$ cat config.mk
export PLATFORM = sky130hd
export DESIGN_NAME = mips_exec_flat
export DESIGN_NICKNAME = d
export VERILOG_FILES = /design/src/rtl/mips_exec_pkg.sv /design/src/rtl/mips_exec_if.sv /design/src/rtl/mips_exec_alu4.sv /design/src/rtl/mips_exec.sv /design/src/flat_wrapper.sv
export SDC_FILE = /design/constraint.sdc
export NUM_CORES = 1
export LEC_CHECK = 0
export CORE_MARGIN = 3
export CORE_UTILIZATION = 61
export CTS_CLUSTER_SIZE = 28
export DETAILED_ROUTE_END_ITERATION = 8
export GPL_TIMING_DRIVEN = 1
export MAX_ROUTING_LAYER = met4
export PLACE_DENSITY = 0.81
export SKIP_CTS_REPAIR_TIMING = 1
export SYNTH_ARGS = -nofsm -noshare
export SYNTH_HDL_FRONTEND = slang
export SYNTH_SLANG_ARGS = --single-unit
$ cat constraint.sdc
create_clock -name clk -period 3.1 [get_ports clk]
set_input_delay 0.465 -clock clk [delete_from_list [all_inputs] [get_ports clk]]
set_output_delay 0.465 -clock clk [all_outputs]
set_load 0.005 [all_outputs]
$ cat src/rtl/mips_exec_pkg.sv
// Shared definitions for the 4-bit execution unit: opcodes, FSM states and the
// instruction word layout.
package mips_exec_pkg;

    localparam logic [3:0] OP_ADD = 4'd0;
    localparam logic [3:0] OP_SUB = 4'd1;
    localparam logic [3:0] OP_AND = 4'd2;
    localparam logic [3:0] OP_OR  = 4'd3;
    localparam logic [3:0] OP_XOR = 4'd4;
    localparam logic [3:0] OP_NOR = 4'd5;
    localparam logic [3:0] OP_SLT = 4'd6;
    localparam logic [3:0] OP_SLL = 4'd7;
    localparam logic [3:0] OP_SRL = 4'd8;

    typedef enum logic [1:0] {
        ST_IDLE = 2'd0,
        ST_READ = 2'd1,
        ST_EXEC = 2'd2,
        ST_WB   = 2'd3
    } state_e;

    typedef struct packed {
        logic [3:0] op;
        logic [3:0] rd1;
        logic [3:0] rd2;
        logic [3:0] wr;
    } instr_t;

    // Register-file read with R0 hardwired to zero.
    function automatic logic [3:0] rf_read(input logic [15:0][3:0] rf, input logic [3:0] addr);
        return (addr == 4'd0) ? 4'd0 : rf[addr];
    endfunction

endpackage

$ cat src/rtl/mips_exec_if.sv
// Instruction handshake between the front-panel entry FSM (master) and the
// execution unit (slave).
interface mips_exec_if;
    logic [15:0] instruction;
    logic        start;
    logic        busy;
    logic        done;
    logic [3:0]  result;
    logic        overflow;

    modport master (output instruction, output start,
                    input busy, input done, input result, input overflow);
    modport slave  (input instruction, input start,
                    output busy, output done, output result, output overflow);
endinterface

$ cat src/rtl/mips_exec_alu4.sv
// Combinational 4-bit ALU; we_ok says whether the result may be written back.
module mips_alu4
    import mips_exec_pkg::*;
(
    input  logic [3:0] op,
    input  logic [3:0] a,
    input  logic [3:0] b,
    output logic [3:0] y,
    output logic       ovf,
    output logic       we_ok
);

    logic [3:0] y_s;
    logic       ovf_s;
    logic       valid_s;

    // Opcode decode and arithmetic; unknown opcodes behave as NOP.
    always_comb begin
        y_s     = 4'd0;
        ovf_s   = 1'b0;
        valid_s = 1'b1;
        case (op)
            OP_ADD: begin
                y_s   = a + b;
                ovf_s = (a[3] == b[3]) && (y_s[3] != a[3]);
            end
            OP_SUB: begin
                y_s   = a - b;
                ovf_s = (a[3] != b[3]) && (y_s[3] != a[3]);
            end
            OP_AND: y_s = a & b;
            OP_OR:  y_s = a | b;
            OP_XOR: y_s = a ^ b;
            OP_NOR: y_s = ~(a | b);
            OP_SLT: y_s = {3'b000, ($signed(a) < $signed(b))};
            OP_SLL: y_s = a << b[1:0];
            OP_SRL: y_s = a >> b[1:0];
            default: begin
                y_s     = 4'd0;
                ovf_s   = 1'b0;
                valid_s = 1'b0;
            end
        endcase
    end

    assign y     = y_s;
    assign ovf   = ovf_s;
    assign we_ok = valid_s & ~ovf_s;

endmodule

$ cat src/rtl/mips_exec.sv
// Execution unit: latches an instruction, reads two registers, runs the ALU
// and writes the result back over a fixed four-state sequence.
module mips_exec
    import mips_exec_pkg::*;
#(
    parameter bit RESET_IDENT = 1'b1
) (
    input  logic        clk,
    input  logic        rst_n,
    mips_exec_if.slave  bus,
    input  logic [3:0]  dbg_addr,
    output logic [3:0]  dbg_data
);

    state_e           state_q, state_d;
    instr_t           instr_q, instr_d;
    logic [3:0]       a_q, a_d, b_q, b_d;
    logic [3:0]       result_q, result_d;
    logic             ovf_q, ovf_d, we_q, we_d;
    logic             busy_q, busy_d, done_q, done_d;
    logic [15:0][3:0] rf_q, rf_d;
    logic [3:0]       alu_y_s;
    logic             alu_ovf_s, alu_we_s;

    function automatic logic [15:0][3:0] rf_init();
        logic [15:0][3:0] v;
        for (int i = 0; i < 16; i++) begin
            v[i] = RESET_IDENT ? 4'(i) : 4'd0;
        end
        return v;
    endfunction

    mips_alu4 u_alu (
        .op    (instr_q.op),
        .a     (a_q),
        .b     (b_q),
        .y     (alu_y_s),
        .ovf   (alu_ovf_s),
        .we_ok (alu_we_s)
    );

    // FSM state register.
    always_ff @(posedge clk or negedge rst_n) begin
        if (!rst_n) begin
            state_q <= ST_IDLE;
        end else begin
            state_q <= state_d;
        end
    end

    // Next-state logic: a start pulse is only honoured in IDLE.
    always_comb begin
        state_d = state_q;
        case (state_q)
            ST_IDLE: begin
                if (bus.start) state_d = ST_READ;
                else           state_d = ST_IDLE;
            end
            ST_READ: state_d = ST_EXEC;
            ST_EXEC: state_d = ST_WB;
            ST_WB:   state_d = ST_IDLE;
            default: state_d = ST_IDLE;
        endcase
    end

    // Output decode from the upcoming state so busy/done come straight off flops.
    always_comb begin
        busy_d = (state_d != ST_IDLE);
        done_d = (state_d == ST_WB);
    end

    // Datapath next values for each step of the sequence.
    always_comb begin
        instr_d  = instr_q;
        a_d      = a_q;
        b_d      = b_q;
        result_d = result_q;
        ovf_d    = ovf_q;
        we_d     = we_q;
        rf_d     = rf_q;
        case (state_q)
            ST_IDLE: begin
                if (bus.start) instr_d = instr_t'(bus.instruction);
                else           instr_d = instr_q;
            end
            ST_READ: begin
                a_d = rf_read(rf_q, instr_q.rd1);
                b_d = rf_read(rf_q, instr_q.rd2);
            end
            ST_EXEC: begin
                result_d = alu_y_s;
                ovf_d    = alu_ovf_s;
                we_d     = alu_we_s;
            end
            ST_WB: begin
                // R0 is never written, so it keeps its reset value of zero.
                if (we_q && (instr_q.wr != 4'd0)) rf_d[instr_q.wr] = result_q;
                else                              rf_d = rf_q;
            end
            default: rf_d = rf_q;
        endcase
    end

    // Datapath, register file and output registers.
    always_ff @(posedge clk or negedge rst_n) begin
        if (!rst_n) begin
            instr_q  <= '0;
            a_q      <= 4'd0;
            b_q      <= 4'd0;
            result_q <= 4'd0;
            ovf_q    <= 1'b0;
            we_q     <= 1'b0;
            busy_q   <= 1'b0;
            done_q   <= 1'b0;
            rf_q     <= rf_init();
        end else begin
            instr_q  <= instr_d;
            a_q      <= a_d;
            b_q      <= b_d;
            result_q <= result_d;
            ovf_q    <= ovf_d;
            we_q     <= we_d;
            busy_q   <= busy_d;
            done_q   <= done_d;
            rf_q     <= rf_d;
        end
    end

    assign bus.busy     = busy_q;
    assign bus.done     = done_q;
    assign bus.result   = result_q;
    assign bus.overflow = ovf_q;
    assign dbg_data     = rf_read(rf_q, dbg_addr);

endmodule
$ cat src/flat_wrapper.sv
// flat-port wrapper written by rule: the top's interface ports become plain ports
module mips_exec_flat import mips_exec_pkg::*;
#(
    parameter bit RESET_IDENT = 1'b1
)
  (clk, rst_n, dbg_addr, dbg_data, bus_instruction, bus_start, bus_busy, bus_done, bus_result, bus_overflow);
  mips_exec_if bus_i ();
  input  logic clk;
  input  logic rst_n;
  input  logic [3:0] dbg_addr;
  output logic [3:0] dbg_data;
  input wire logic [$bits(bus_i.instruction)-1:0] bus_instruction;
  input wire logic [$bits(bus_i.start)-1:0] bus_start;
  output wire logic [$bits(bus_i.busy)-1:0] bus_busy;
  output wire logic [$bits(bus_i.done)-1:0] bus_done;
  output wire logic [$bits(bus_i.result)-1:0] bus_result;
  output wire logic [$bits(bus_i.overflow)-1:0] bus_overflow;
  assign bus_i.instruction = bus_instruction;
  assign bus_i.start = bus_start;
  assign bus_busy = bus_i.busy;
  assign bus_done = bus_i.done;
  assign bus_result = bus_i.result;
  assign bus_overflow = bus_i.overflow;
  mips_exec #(.RESET_IDENT(RESET_IDENT)) u_core (.clk(clk), .rst_n(rst_n), .bus(bus_i), .dbg_addr(dbg_addr), .dbg_data(dbg_data));
endmodule
* After elaboration in Yosys (flattened, before gate mapping)
Index checks and enable logic that the tools add are counted.
Operators by class: add/subtract/negate cells 2, order comparisons 6, equal/unequal tests 16, shifts and indexed selects 2, muxes and demuxes 17, bitwise operators 6, reductions and logical operators 14
Operators with widths (number):
- bitwise mux 64 bit | 1
- binary-select mux 4 bit (select 4 bit) | 3
- case mux 4 bit (9 select lines) | 1
- two-way mux 4 bit | 7
- less-than comparator 4 x 5 -> 1 bit, second input constant | 4
- demux 4 bit (select 4 bit) | 1
- == test 4 x 3 -> 1 bit, second input constant | 4
- zero test 4 bit | 4
- OR reduction 9 bit | 1
- == test 4 x 2 -> 1 bit, second input constant | 2
- case mux 2 bit (4 select lines) | 1
- == test 2 bit, second input constant | 3
- adder 4 bit | 1
- AND 4 bit | 1
- == test 4 x 1 -> 1 bit, second input constant | 1
- == test 4 bit, second input constant | 1
- greater-or-equal comparator 4 x 1 -> 1 bit, second input constant | 1
- logical AND 1 bit | 4
- less-than comparator 4 bit | 1
- inverter 4 bit | 1
- bitwise OR 4 bit | 1
- AND reduction 2 bit | 2
- nonzero test 4 bit | 1
- << shifter 4 x 2 -> 4 bit | 1
- 12 further kinds | 15
Storage, ports and cells: bits in registers 98, output and inout port bits 11, logic and storage cells 91

* Logic depth before layout (Yosys ltp)
depth in word-level cells 6, mapped depth 8, mapped depth without buffers 8

* By module
A second synthesis with hierarchy kept.
Unflattened totals: cells, all modules 490, area total of the unflattened synthesis 6175.9 um2
Modules (own cells, without submodules):
- mips_exec | instances 1, cells each 372, area an instance 5306.3 um2, sequential area each 2467.4 um2
- mips_alu4 | instances 1, cells each 118, area an instance 869.6 um2, sequential area each 0.0 um2

* Least setup slack after synthesis
OpenSTA, ideal clock, no wires.
path kind flip-flop to flip-flop, from reg u_core.b_q[1], to reg u_core.ovf_q (netlist: u_core.bus.overflow), arrival time 2.088 ns, data required time 2.966 ns, path slack 0.878 ns, stages on the path, launching flop included 9, cells stage by stage dfrtp_1 > clkbuf_1 > inv_1 > ha_1 > a21o_1 > a21oi_1 > mux2_2 > o211ai_1 > o21ai_0
Between the ends: word-level cells in the longest chain between the ends 4, elaborated cells on any way between the ends 7
RTL lines:
- start, declared | RTL line mips_exec.sv:17 | logic [3:0] a_q, a_d, b_q, b_d;
- start signal, assigned | RTL line mips_exec.sv:109 | b_q <= 4'd0;
- start signal, assigned | RTL line mips_exec.sv:119 | b_q <= b_d;
- subtractor 4 bit / adder 4 bit (equally long branches) | RTL line mips_exec_alu4.sv:28, mips_exec_alu4.sv:24
- != test 1 bit, on equally long branches | RTL line mips_exec_alu4.sv:29, mips_exec_alu4.sv:25
- logical AND 1 bit, on equally long branches | RTL line mips_exec_alu4.sv:29, mips_exec_alu4.sv:25
- case mux 1 bit (2 select lines) * | RTL line mips_exec_alu4.sv:22 | case (op)
- end signal, assigned | RTL line mips_exec.sv:121 | ovf_q <= ovf_d;
- end, declared | RTL line mips_exec.sv:19 | logic ovf_q, ovf_d, we_q, we_d;
Every way passes the cells marked *; elsewhere a longest branch is shown, timed or not. A chain may end at the register's enable or synchronous reset.

* Final worst setup path
from in dbg_addr[1], to out dbg_data[3]
Between the ends: word-level cells in the longest chain between the ends 3, elaborated cells on any way between the ends 4
RTL lines:
- start, declared | RTL line flat_wrapper.sv:10 | input logic [3:0] dbg_addr;
- binary-select mux 4 bit (select 4 bit) | RTL line mips_exec_pkg.sv:31 | return (addr == 4'd0) ? 4'd0 : rf[addr];
- two-way mux 4 bit (not written as such) | RTL line mips_exec_pkg.sv:31
- two-way mux 4 bit * | RTL line mips_exec_pkg.sv:31
- end, declared | RTL line flat_wrapper.sv:11 | output logic [3:0] dbg_data;
Every way passes the cells marked *; elsewhere a longest branch is shown, timed or not. The select of a mux whose other input is x is not followed.

==> flow_summary.html <==
<table>
<tr><th>Metric</th><th>Value</th></tr>
<tr><th colspan="2">Floorplan</th></tr>
<tr><td>Initial standard-cell utilization of the core</td><td>64.3%</td></tr>
<tr><td>Die area</td><td>~11,000 sq um</td></tr>
<tr><td>Core Area</td><td>9460 sq um</td></tr>
<tr><td>Number of ports placed on the die boundary</td><td>34</td></tr>
<tr><td>Number of cell rows</td><td>35</td></tr>
<tr><td>Horizontal die dimension</td><td>between 100 and 150 microns</td></tr>
<tr><td>Die boundary height</td><td>106 microns</td></tr>
<tr><th colspan="2">Clock network</th></tr>
<tr><td>Source-to-sink clock delay at the later pin of the worst-skew pair</td><td>~0.38 ns</td></tr>
<tr><td>Num CTS Buffers</td><td>9</td></tr>
<tr><td>Clock-pin slew of the registers on the worst-case setup and hold paths</td><td>roughly 0.090 ns</td></tr>
<tr><td>Clock tree from TritonCTS</td><td>yes</td></tr>
<tr><td>Count of H-tree levels built during CTS</td><td>3</td></tr>
<tr><td>Number of buffers between clock root and the deepest sink</td><td>2</td></tr>
<tr><td>Root cell of the clock tree</td><td>sky130_fd_sc_hd__clkbuf_8</td></tr>
<tr><td>Total number of clock tree sinks</td><td>94</td></tr>
<tr><th colspan="2">Final layout</th></tr>
<tr><td>Total non-filler cell area in the finished layout</td><td>6640 sq um</td></tr>
<tr><td>End-of-flow core utilization</td><td>70.2%</td></tr>
<tr><td>Area growth from synthesis to final layout</td><td>9.17%</td></tr>
<tr><td>Fraction of final layout cells with drive strength greater than 1</td><td>about 33%</td></tr>
<tr><td>Area taken by flip-flops and latches</td><td>between 2000 and 2500 sq um</td></tr>
<tr><td>Antenna Cells</td><td>0</td></tr>
<tr><td>Area of combinational cells with multiple inputs</td><td>around 3400 sq um</td></tr>
<tr><td>Post-route insts no fill</td><td>~670</td></tr>
<tr><td>Filler instances</td><td>around 700</td></tr>
<tr><td>Total Nets Final</td><td>576</td></tr>
<tr><th colspan="2">STA</th></tr>
<tr><td>Relative slew slack</td><td>a little over a quarter</td></tr>
<tr><td>Number of hold violations in the final report</td><td>0</td></tr>
<tr><td>Setup Viol. Count Final</td><td>0</td></tr>
<tr><td>Transition time at the pin with the least slew margin</td><td>approximately 1.1 ns</td></tr>
<tr><td>Final worst path period share</td><td>around 95%</td></tr>
<tr><td>Achievable clock frequency</td><td>between 300 and 400 MHz</td></tr>
<tr><td>Setup repair after global routing missed its margin</td><td>no</td></tr>
<tr><td>Worst Skew</td><td>0.0142 ns</td></tr>
<tr><td>Final TNS setup</td><td>0 ns</td></tr>
<tr><td>Shortest period the worst path allows</td><td>2.93 ns</td></tr>
<tr><td>Max-slew violation count</td><td>0</td></tr>
<tr><td>Hold slack final</td><td>~0.27 ns</td></tr>
<tr><td>Final setup slack of the worst path</td><td>approximately 0.17 ns</td></tr>
<tr><th colspan="2">Placed design</th></tr>
<tr><td>Placed cells</td><td>651</td></tr>
<tr><td>GP Congestion</td><td>0.971</td></tr>
<tr><td>Post-detailed-placement half-perimeter wirelength</td><td>11.5 mm</td></tr>
<tr><td>Post-place setup slack</td><td>0.0729 ns</td></tr>
<tr><td>Standard cell area after detailed placement</td><td>roughly 6500 sq um</td></tr>
<tr><td>Count of port buffers added during placement</td><td>33</td></tr>
<tr><th colspan="2">Power</th></tr>
<tr><td>Final total power</td><td>about 6 mW</td></tr>
<tr><td>Power Dens Cells</td><td>about 900 nW/um^2</td></tr>
<tr><td>Logic gate share of total power</td><td>41.9%</td></tr>
<tr><td>Leakage power total</td><td>approximately 2.8 nW</td></tr>
<tr><td>Flop pwr share</td><td>between 40% and 50%</td></tr>
<tr><td>Switching share of power</td><td>42.4%</td></tr>
<tr><td>Max rail drop VDD</td><td>around 0.00053 V</td></tr>
<tr><td>Reported net switching power</td><td>about 2.5 mW</td></tr>
<tr><td>Int Power</td><td>between 3 and 4 mW</td></tr>
<tr><td>Clock share of power</td><td>12.8%</td></tr>
<tr><th colspan="2">Synthesis</th></tr>
<tr><td>Number of standard cells after synthesis</td><td>just over 500</td></tr>
<tr><td>Proportion of netlist area held by the largest area contributor</td><td>about a quarter</td></tr>
<tr><td>Synth top cells by count</td><td>76 x sky130_fd_sc_hd__mux2_2, 62 x sky130_fd_sc_hd__dfrtp_1, 32 x sky130_fd_sc_hd__dfstp_2, 25 x sky130_fd_sc_hd__mux4_2, 22 x sky130_fd_sc_hd__nand2_1</td></tr>
<tr><td>Dominant cell type by area after synthesis</td><td>sky130_fd_sc_hd__dfrtp_1</td></tr>
<tr><td>Most area-consuming cells after synthesis</td><td>sky130_fd_sc_hd__dfrtp_1 25%, sky130_fd_sc_hd__mux2_2 14%, sky130_fd_sc_hd__dfstp_2 14%</td></tr>
<tr><td>Post-synth cell types</td><td>56</td></tr>
<tr><td>Most used flip-flop cell after synthesis</td><td>sky130_fd_sc_hd__dfrtp_1</td></tr>
<tr><td>Cell with the most instances after synthesis</td><td>sky130_fd_sc_hd__mux2_2</td></tr>
<tr><td>Number of enable flip-flop cells after synthesis</td><td>0</td></tr>
<tr><td>Post-synthesis sequential area ratio</td><td>39.3%</td></tr>
<tr><td>Mapped cell area</td><td>about 6100 sq um</td></tr>
<tr><td>Async set-reset flop share out of synthesis</td><td>100%</td></tr>
<tr><td>Flip-flop and latch count after synthesis</td><td>94</td></tr>
<tr><td>Synthesis warning total</td><td>0</td></tr>
<tr><td>Avg Synthesized Cell Area</td><td>11.7 sq um</td></tr>
<tr><td>Synthesized net count</td><td>about 560</td></tr>
<tr><th colspan="2">Route</th></tr>
<tr><td>Number of DRC markers after the initial detailed-route iteration</td><td>roughly 430</td></tr>
<tr><td>Average wire length per cell after detail routing</td><td>between 20 and 25 microns</td></tr>
<tr><td>Via count normalized by instance count</td><td>~6.8</td></tr>
<tr><td>Total vias in the final route</td><td>~4,500</td></tr>
<tr><td>Routed Antenna Nets</td><td>0</td></tr>
<tr><td>Wire length reported by the detailed router</td><td>about 15 mm</td></tr>
<tr><td>DR pass1 iterations</td><td>5</td></tr>
<tr><td>Post-route DRC</td><td>0</td></tr>
<tr><th colspan="2">Global routing</th></tr>
<tr><td>Met1 track demand over resource</td><td>about two fifths</td></tr>
<tr><td>Total congestion overflow</td><td>0</td></tr>
<tr><td>Met3 usage</td><td>under 10%</td></tr>
<tr><td>Number of antenna violations at the first check in global routing</td><td>0</td></tr>
<tr><td>Routing layer with the top usage in global route</td><td>met2</td></tr>
<tr><td>Largest net degree at the start of global routing</td><td>89</td></tr>
<tr><td>Global-route track usage on met2</td><td>between 40% and 50%</td></tr>
<tr><td>Via count of the first global-routing pass</td><td>~4,500</td></tr>
<tr><td>Global-route wire length before repair</td><td>around 25 mm</td></tr>
<tr><td>Overall global routing resource usage</td><td>29.7%</td></tr>
<tr><th colspan="2">Run status</th></tr>
<tr><td>Result of the run</td><td>complete, no violations</td></tr>
<tr><th colspan="2">Critical path</th></tr>
<tr><td>Endpoint arrival time on the critical path</td><td>about 2.5 ns</td></tr>
<tr><td>Maximum fanout along the worst path</td><td>7</td></tr>
<tr><td>Startpoint of the worst-slack reg-to-reg timing path</td><td>u_core.b_q[1]</td></tr>
<tr><td>Startpoint type of the worst setup path</td><td>input pin</td></tr>
<tr><td>CP startpoint</td><td>dbg_addr[1]</td></tr>
<tr><td>Worst path required time</td><td>approximately 2.6 ns</td></tr>
<tr><td>Capturing element type of the critical path</td><td>primary output</td></tr>
<tr><td>Worst setup path category</td><td>in -&gt; out</td></tr>
<tr><th colspan="2">Flow run</th></tr>
<tr><td>Max Cap Violations</td><td>0</td></tr>
<tr><th colspan="2">Worst hold path</th></tr>
<tr><td>Type of the worst min-delay path</td><td>in -&gt; async</td></tr>
</table>
## cells in the final DEF, fill, tap and decap left out, drive strengths merged, types with 4 or more instances in the layout
master and count:
a2111oi 4, a211oi 6, a21oi 21, a221oi 10, a31oi 8, buf 12, clkbuf 10, clkdlybuf4s50 31
clkinv 4, dfrtp 62, dfstp 32, ha 18, inv 22, mux2 91, mux2i 21, mux4 25
nand2 22, nand2b 7, nand3 9, nand4 6, nor2 20, nor2b 20, nor3 4, o211ai 7
o21ai 12, o221ai 4, or3 4
## registers in the layout, summed over array words and instances, names as in the netlist
signal / count
u_core.a_q: 4
u_core.b_q: 4
u_core.bus.busy: 1
u_core.bus.done: 1
u_core.bus.overflow: 1
u_core.bus.result: 4
u_core.instr_q: 16
u_core.rf_q: 60
u_core.state_q: 2
u_core.we_q: 1
## area by class of cell
class	count	area share (%)
Clock inverter	6	0.866
Clock buffer	10	1.92
Multi-Input combinational cell	362	51.1
Tap cell	129	2.43
Timing Repair Buffer	44	6.40
Sequential cell	94	36.0
Inverter	22	1.24
## final timing paths
kind / slack (ns) / cells past startpoint / to
max in group asynchronous: 2.04 / 2 / u_core.rf_q[39]
worst max-delay path: 0.17 / 7 / dbg_data[3]
worst min-delay path: 0.27 / 1 / u_core.instr_q[0]
min in group clk: 0.53 / 2 / u_core.rf_q[13]
worst max register to register: 0.70 / 7 / u_core.bus.overflow
worst min register to register: 0.53 / 2 / u_core.rf_q[13]
## layer usage
metal / wire [microns] / share of wire (%)
met1: 6710 / 44
met2: 7270 / 47
met3: 911 / 5.9
met4: 431 / 2.8
met5: 0 / 0
## power groups by stage
stage | logic, mW | registers, mW | clock network [mW]
after floorplan | 2.31 | 2.09 | 0
after global placement | 2.40 | 2.69 | 0
after detailed placement | 2.49 | 2.70 | 0
after CTS | 2.51 | 2.68 | 0.780
after global routing | 2.74 | 2.80 | 0.832
final | 2.51 | 2.72 | 0.769
## critical path: stages
cell	delay (ns)
sky130_fd_sc_hd__clkdlybuf4s50_1	0.65
sky130_fd_sc_hd__mux2_2	0.38
sky130_fd_sc_hd__a22oi_1	0.15
sky130_fd_sc_hd__nor2_1	0.06
sky130_fd_sc_hd__a211oi_1	0.24
sky130_fd_sc_hd__a21oi_1	0.07
sky130_fd_sc_hd__clkdlybuf4s50_1	0.46
## cell families (layout without fill, tap and decap cells)
logic type	Yosys count	in the layout	synth area share (%)
adder cells (fa/ha/maj)	20	20	4.36
XOR/XNOR	2	2	0.288
AO/OA/AOI/OAI	96	96	11.1
multiplexers	137	137	30.4
flip-flops	94	94	39.3
AND/OR/NAND/NOR	107	107	9.66
buffers and inverters	63	82	4.87
(Power assumes the default switching activity.)
